===== src/rtl/spi_cmd_ram_if.sv =====
// Command/response bundle between the SPI slave shift logic and the command RAM.
// The RAM is the slave: it consumes command words and produces read data.
interface spi_cmd_ram_if #(
   parameter int DATA_W = 8
);
   logic [DATA_W+1:0] din;
   logic              rx_valid_ram;
   logic [DATA_W-1:0] dout;
   logic              tx_valid_ram;
   logic              tx_ready_ram;
   logic              rd_overrun;

   modport master (
      output din, rx_valid_ram, tx_ready_ram,
      input  dout, tx_valid_ram, rd_overrun
   );

   modport slave (
      input  din, rx_valid_ram, tx_ready_ram,
      output dout, tx_valid_ram, rd_overrun
   );
endinterface


===== src/rtl/spi_cmd_ram.sv =====
// Command-decoded single-port RAM with independent write/read pointers,
// optional pointer auto-increment and a valid/ready read port with sticky overrun.
module spi_cmd_ram #(
   parameter int DATA_W   = 8,
   parameter int ADDR_W   = 8,
   parameter int AUTO_INC = 1
) (
   input  logic          clk_ram,
   input  logic          rst_ram,
   spi_cmd_ram_if.slave  bus
);
   localparam int MEM_DEPTH = 2 ** ADDR_W;

   typedef enum logic [1:0] {
      OP_WR_ADDR = 2'b00,
      OP_WR_DATA = 2'b01,
      OP_RD_ADDR = 2'b10,
      OP_RD_DATA = 2'b11
   } opcode_t;

   logic [DATA_W-1:0] r_mem [MEM_DEPTH];
   logic [ADDR_W-1:0] r_wrAdd;
   logic [ADDR_W-1:0] r_rdAdd;
   logic [DATA_W-1:0] r_dout;
   logic              r_txValid;
   logic              r_overrun;

   opcode_t           w_op;
   logic [DATA_W-1:0] w_payload;
   logic              w_wrAddCmd;
   logic              w_wrDataCmd;
   logic              w_rdAddCmd;
   logic              w_rdCmd;
   logic              w_rdAccept;
   logic              w_incEn;

   assign w_op        = opcode_t'(bus.din[DATA_W+1:DATA_W]);
   assign w_payload   = bus.din[DATA_W-1:0];
   assign w_wrAddCmd  = bus.rx_valid_ram && (w_op == OP_WR_ADDR);
   assign w_wrDataCmd = bus.rx_valid_ram && (w_op == OP_WR_DATA);
   assign w_rdAddCmd  = bus.rx_valid_ram && (w_op == OP_RD_ADDR);
   assign w_rdCmd     = bus.rx_valid_ram && (w_op == OP_RD_DATA);
   assign w_incEn     = (AUTO_INC != 0);

   // A read may enter the output register when it is empty or being drained this cycle.
   assign w_rdAccept  = w_rdCmd && (!r_txValid || bus.tx_ready_ram);

   // Storage has no reset so it maps onto plain RAM; reset still suppresses writes.
   always_ff @(posedge clk_ram) begin
      if (!rst_ram && w_wrDataCmd) begin
         r_mem[r_wrAdd] <= w_payload;
      end
   end

   always_ff @(posedge clk_ram) begin
      if (rst_ram) begin
         r_wrAdd   <= '0;
         r_rdAdd   <= '0;
         r_dout    <= '0;
         r_txValid <= 1'b0;
         r_overrun <= 1'b0;
      end else begin
         if (w_wrAddCmd) begin
            r_wrAdd <= w_payload[ADDR_W-1:0];
         end else if (w_wrDataCmd && w_incEn) begin
            r_wrAdd <= r_wrAdd + ADDR_W'(1);
         end

         if (w_rdAddCmd) begin
            r_rdAdd <= w_payload[ADDR_W-1:0];
         end else if (w_rdAccept && w_incEn) begin
            r_rdAdd <= r_rdAdd + ADDR_W'(1);
         end

         // A new word takes priority over the drain so valid stays high in bursts.
         if (w_rdAccept) begin
            r_dout    <= r_mem[r_rdAdd];
            r_txValid <= 1'b1;
         end else if (r_txValid && bus.tx_ready_ram) begin
            r_txValid <= 1'b0;
         end

         if (w_rdCmd && !w_rdAccept) begin
            r_overrun <= 1'b1;
         end
      end
   end

   assign bus.dout         = r_dout;
   assign bus.tx_valid_ram = r_txValid;
   assign bus.rd_overrun   = r_overrun;
endmodule


===== src/flat_wrapper.sv =====
// flat-port wrapper written by rule: the top's interface ports become plain ports
module spi_cmd_ram_flat 
#(
   parameter int DATA_W   = 8,
   parameter int ADDR_W   = 8,
   parameter int AUTO_INC = 1
)
  (clk_ram, rst_ram, bus_din, bus_rx_valid_ram, bus_tx_ready_ram, bus_dout, bus_tx_valid_ram, bus_rd_overrun);
  spi_cmd_ram_if #(.DATA_W(DATA_W)) bus_i ();
  input  logic clk_ram;
  input  logic rst_ram;
  input wire logic [$bits(bus_i.din)-1:0] bus_din;
  input wire logic [$bits(bus_i.rx_valid_ram)-1:0] bus_rx_valid_ram;
  input wire logic [$bits(bus_i.tx_ready_ram)-1:0] bus_tx_ready_ram;
  output wire logic [$bits(bus_i.dout)-1:0] bus_dout;
  output wire logic [$bits(bus_i.tx_valid_ram)-1:0] bus_tx_valid_ram;
  output wire logic [$bits(bus_i.rd_overrun)-1:0] bus_rd_overrun;
  assign bus_i.din = bus_din;
  assign bus_i.rx_valid_ram = bus_rx_valid_ram;
  assign bus_i.tx_ready_ram = bus_tx_ready_ram;
  assign bus_dout = bus_i.dout;
  assign bus_tx_valid_ram = bus_i.tx_valid_ram;
  assign bus_rd_overrun = bus_i.rd_overrun;
  spi_cmd_ram #(.DATA_W(DATA_W), .ADDR_W(ADDR_W), .AUTO_INC(AUTO_INC)) u_core (.clk_ram(clk_ram), .rst_ram(rst_ram), .bus(bus_i));
endmodule

===== config.mk =====
export PLATFORM = sky130hd
export DESIGN_NAME = spi_cmd_ram_flat
export DESIGN_NICKNAME = d
export VERILOG_FILES = /design/src/rtl/spi_cmd_ram_if.sv /design/src/rtl/spi_cmd_ram.sv /design/src/flat_wrapper.sv
export SDC_FILE = /design/constraint.sdc
export NUM_CORES = 2
export LEC_CHECK = 0
export ABC_CLOCK_PERIOD_IN_PS = 5770
export CORE_MARGIN = 8
export CORE_UTILIZATION = 40
export DETAILED_ROUTE_END_ITERATION = 16
export PLACE_DENSITY = 0.58
export SYNTH_ARGS = -nofsm -noshare
export SYNTH_HDL_FRONTEND = slang
export SYNTH_SLANG_ARGS = --single-unit

===== constraint.sdc =====
create_clock -name clk_ram -period 5.77 [get_ports clk_ram]
set_input_delay 0.577 -clock clk_ram [delete_from_list [all_inputs] [get_ports clk_ram]]
set_output_delay 0.577 -clock clk_ram [all_outputs]
set_load 0.1 [all_outputs]

# Yosys cells after proc, flatten, opt, wreduce, memory -nomap -nowiden
# Memory sizes are Yosys's and may differ from the RTL's. A register that Yosys moved wholly into a read port is not among the register bits.
# Cells that the tools add are included.
# classes
add_sub_neg,2
mul,0
n_div,0
n_lt_le_gt_ge,0
n_eq_ne,3
shift,0
n_mux,8
bitwise,0
reduce_logical,16
# ops
op,count
8-bit two-way mux,4
"8-bit by 1-bit adder with 8-bit output, second input constant",2
1-bit logical AND,8
2-bit nonzero test,3
"2-bit equality test, second input constant",2
1-bit two-way mux,4
1-bit logical NOT,3
"2-bit by 1-bit equality test with 1-bit output, second input constant",1
2-bit logical NOT,1
1-bit logical OR,1
# word_totals
register_bits,18
latch_bits,0
ramBits,2048
romBits,0
inputBits,14
out_inout_bits,10
elab_cells,34
n_memories,1
# mem_list
name,depth,word_bits,rd,rd_ports_with_merged_regs,write_ports,line,source
u_core.r_mem,256,8,1,1,1,spi_cmd_ram.sv:21,logic [DATA_W-1:0] r_mem [MEM_DEPTH];

# Depth between registers and ports, before layout
# depth
depth_word,5
ltp_mapped,12
depth_no_buf,7

# Worst setup path after synthesis
# Ideal clock, no wire load.
# synth_path
kind,reg-to-reg
startpoint,reg u_core.r_rdAdd[0]
endpoint,"reg u_core.r_dout[6], in the netlist u_core.bus.dout[6] (read register of u_core.r_mem)"
setup_ns,0.120
arrival_ns,2.390
required_ns,5.650
slack_ns,3.260
stages_incl_launch_ff,11
n_path_buf,4
synth_period_minus_slack_ns,2.510
cell_sequence,dfxtp_1 buf_6 buf_12 buf_6 buf_2 mux4_2 mux4_2 o22ai_1 nand2_1 o211ai_1 nand2_1
# synth_lines
item,line,source
start: declaration,spi_cmd_ram.sv:23,logic [ADDR_W-1:0] r_rdAdd;
start signal: assignment,spi_cmd_ram.sv:70,r_rdAdd <= w_payload[ADDR_W-1:0];
start signal: assignment,spi_cmd_ram.sv:72,r_rdAdd <= r_rdAdd + ADDR_W'(1);
end: declaration,spi_cmd_ram.sv:24,logic [DATA_W-1:0] r_dout;

==> key figures <==
Run status
  • Status: completed

Floorplanning
  • Starting density of the core: 40.1%
  • Row cnt: 165
  • # IOs: 24
  • Core area: 201,000 µm²
  • Die Wd: 465 µm
  • Die Height: 465 µm
  • Die Area: 217,000 µm²

GRT
  • Gr ovfl total: 0
  • Initial antenna violation count: 11
  • First-pass GRT wire length: 322,000 µm
  • Pin count of the biggest net entering global routing: 137
  • Vias in the first global route: 40,400
  • All-layer global routing usage: 20.8%

Finish
  • Final #Nets: 3,997
  • Post-layout instance count excluding filler cells: 6,824
  • Most common cell after layout, fill and taps aside: edfxtp_1
  • Multi-input gate area: 17,500 µm²
  • Reg area: 62,000 µm²
  • Ratio of cells with drive above 1 in the final layout: 22.4%
  • Filler instances: 16,900
  • Synthesis-to-layout area growth: 12.6%
  • Most frequent cells in the layout: 2,048 x edfxtp_1, 472 x mux4_2, 313 x nor2_1

Pwr
  • Clock power share: 42.2%
  • Leak Pwr: 27.1 nW
  • Combinational power share: 5.0%
  • Sequential group share of total power: 52.8%
  • NetSw: 6.83 mW
  • Worst vdd rail ir drop: 250 µV
  • Switching Fraction: 21.7%
  • Int Power: 24.6 mW
  • Power Dens Cells: 346 nW/µm²
  • Tot Pwr: 31.4 mW

Worst setup path
  • CP Launch Type: flip-flop
  • Worst-path fanout max: 61
  • Worst Path Required: 6560 ps
  • Kind of critical path: flip-flop to flip-flop
  • Crit. End Element: flip-flop
  • Crit path DAT: 5100 ps

Clock tree
  • CTS tree: built
  • Root buffer cell: clkbuf_16
  • Worst-path clk slew: 70 ps
  • CTS resizes: 0
  • Post-CTS setup buffer count: 0
  • Clk_lat worst skew: 850 ps
  • Clk buf depth: 3
  • Clock sinks: 2,074
  • Num CTS Buffers: 204
  • Hold buffer count at cts: 0
  • H-Tree Depth: 4

Timing
  • Fmax: 232 MHz
  • Relative slew slack: 5.16%
  • Worst slew pin tran: 1420 ps
  • Final setup viols: 0
  • Clk_skew: 41.2 ps
  • Sum Neg Setup Slack: 0 ps
  • Final Hold Viols: 0
  • Final Max Tran Viols: 0
  • Final WS setup: 1460 ps
  • RSZ-0062 raised after global routing: no
  • Min Tclk post-route: 4310 ps
  • Final period util: 74.6%

Synthesis
  • Post-Syn Area: 80,800 µm²
  • #FFs+latches synth: 2,074
  • Ys Warns: 0
  • Cells after Synth: 3,881
  • Synth Area per Inst: 20.8 µm²
  • Ys flop type: edfxtp_1
  • Sequential area share after synthesis: 76.7%
  • Asr flop ratio synth: 0%
  • Syn Nets: 3,900
  • Synth unique cells: 64
  • EDFF count, synth: 2,048

Place
  • Placed insts: 6,444
  • Pre-CTS setup slack: 1220 ps
  • RePlAce Congestion: 0.888
  • IO Port Bufs: 23
  • Placed wire-length estimate: 139,000 µm

Run
  • Max Cap Violations: 0

Drt
  • Initial drt markers: 5,729
  • Vias: 41,000
  • DRT Wirelength: 230,000 µm
  • Post-DRT Antenna Nets: 0
  • Vias per cell: 6.01
  • Initial DRT Pass Iterations: 6
  • DR DRC count: 0
  • DR WL/cell: 33.7 µm

Hold path
  • Hold WC Path Type: input pin to flip-flop
==> through the flow <==
stage	hold WS, ps	util (%)	area (µm²)
6_report	324	45.2	91000
2_1_floorplan	491	-	80800
5_1_grt	313	45.1	91000
3_5_place_dp	531	41.8	84300
4_1_cts	286	45.1	91000
3_3_place_gp	512	41.8	84300
==> state kept, by name, indices dropped and copies added, names as in the netlist <==
name                     cells
u_core.bus.dout              8
u_core.r_wrAdd               8
u_core.r_rdAdd               8
u_core.r_mem              2048
u_core.bus.tx_valid_ram      1
u_core.bus.rd_overrun        1
==> cells in the mapped netlist, drive strengths merged, types with 3 or more instances <==
cell type,instances,area [µm²]
nand3b,4,30.0
nor2,315,1180
or3b,3,26.3
clkbuf,104,390
a211oi,24,180
mux2,10,113
inv,7,26.3
a211o,6,52.6
a22o,9,78.8
o211ai,12,90.1
o31ai,7,52.6
a22oi,56,420
o21ai,43,215
a41oi,3,26.3
o22ai,32,200
nand4,5,31.3
mux2i,167,1670
o21a,3,22.5
a32oi,12,105
a311oi,3,26.3
a31oi,10,62.6
edfxtp,2048,61500
a21oi,75,375
and3,9,56.3
nor2b,15,93.8
nand2b,6,37.5
dfxtp,26,521
mux4,472,10600
a221o,5,50.1
o221ai,26,228
ha,5,62.6
buf,137,971
a221oi,30,269
a2111oi,12,106
a21o,3,22.5
or3,8,50.1
nand2,96,360
and2,12,75.1
nand3,24,120
nor3,14,70.1
==> final timing paths <==
check	start	to	slack [ps]	cells past startpoint
setup / recovery	u_core.r_rdAdd[0]$_SDFFE_PP0P_	u_core.bus.dout[5]$_SDFFE_PP0P_	1460	9
hold / removal	bus_din[0]	u_core.r_mem[118][0]$_DFFE_PP_	320	1
hold reg to reg	u_core.r_wrAdd[0]$_SDFFE_PP0P_	u_core.r_wrAdd[0]$_SDFFE_PP0P_	540	2
setup reg to reg	u_core.r_rdAdd[0]$_SDFFE_PP0P_	u_core.bus.dout[5]$_SDFFE_PP0P_	1460	9
==> metal layers <==
| metal | global-route usage, % | up-vias | routed length (µm) |
|---|---|---|---|
| met4 | 7.22 | 2 | 8760 |
| met2 | 31.3 | 2318 | 104000 |
| met5 | 0 | - | 7 |
| met3 | 5.35 | 386 | 22500 |
| li1 | - | 16400 | - |
| met1 | 29.5 | 21900 | 94400 |
==> final cells by class <==
cell class	count	area share (%)
flip-flops and latches	2074	68.2
multi-input cells	1559	19.2
clock buffers	256	5.91
well taps	2672	3.67
repair buffers	132	1.53
clock inverters	119	1.42
inverters	7	0.0344
diodes	5	0.0138
==> kinds of logic (layout without fill, tap and decap cells) <==
| family | Yosys count | in the layout | synth area share [%] |
|---|---|---|---|
| flip-flops | 2074 | 2074 | 76.7 |
| multiplexers | 649 | 649 | 15.4 |
| other | 0 | 5 | 0 |
| AO/OA/AOI/OAI | 388 | 388 | 3.39 |
| buffers and inverters | 248 | 514 | 1.72 |
| adder cells (fa/ha/maj) | 5 | 5 | 0.0774 |
| AND/OR/NAND/NOR | 517 | 517 | 2.70 |
==> power by group through the flow <==
stage               Clock, mW  Combinational (mW)  Sequential [mW]
finish                   13.2                1.58             16.6
global route             14.0                1.64             16.6
CTS                      13.5                1.58             16.6
detailed placement          0                1.58             16.9
global placement            0                1.58             16.9
floorplan                   0               0.862             16.9
==> critical path, cell delays in order, from the launching register on <==
cell       delay, ps
dfxtp_4          950
buf_12           490
nand3_2          580
buf_4            450
o22ai_1          130
a2111oi_0        100
a32oi_1          640
nor2_1           270
o21ai_0          320
a41o_1           250
Note: power is estimated with default switching activity, not from simulation.
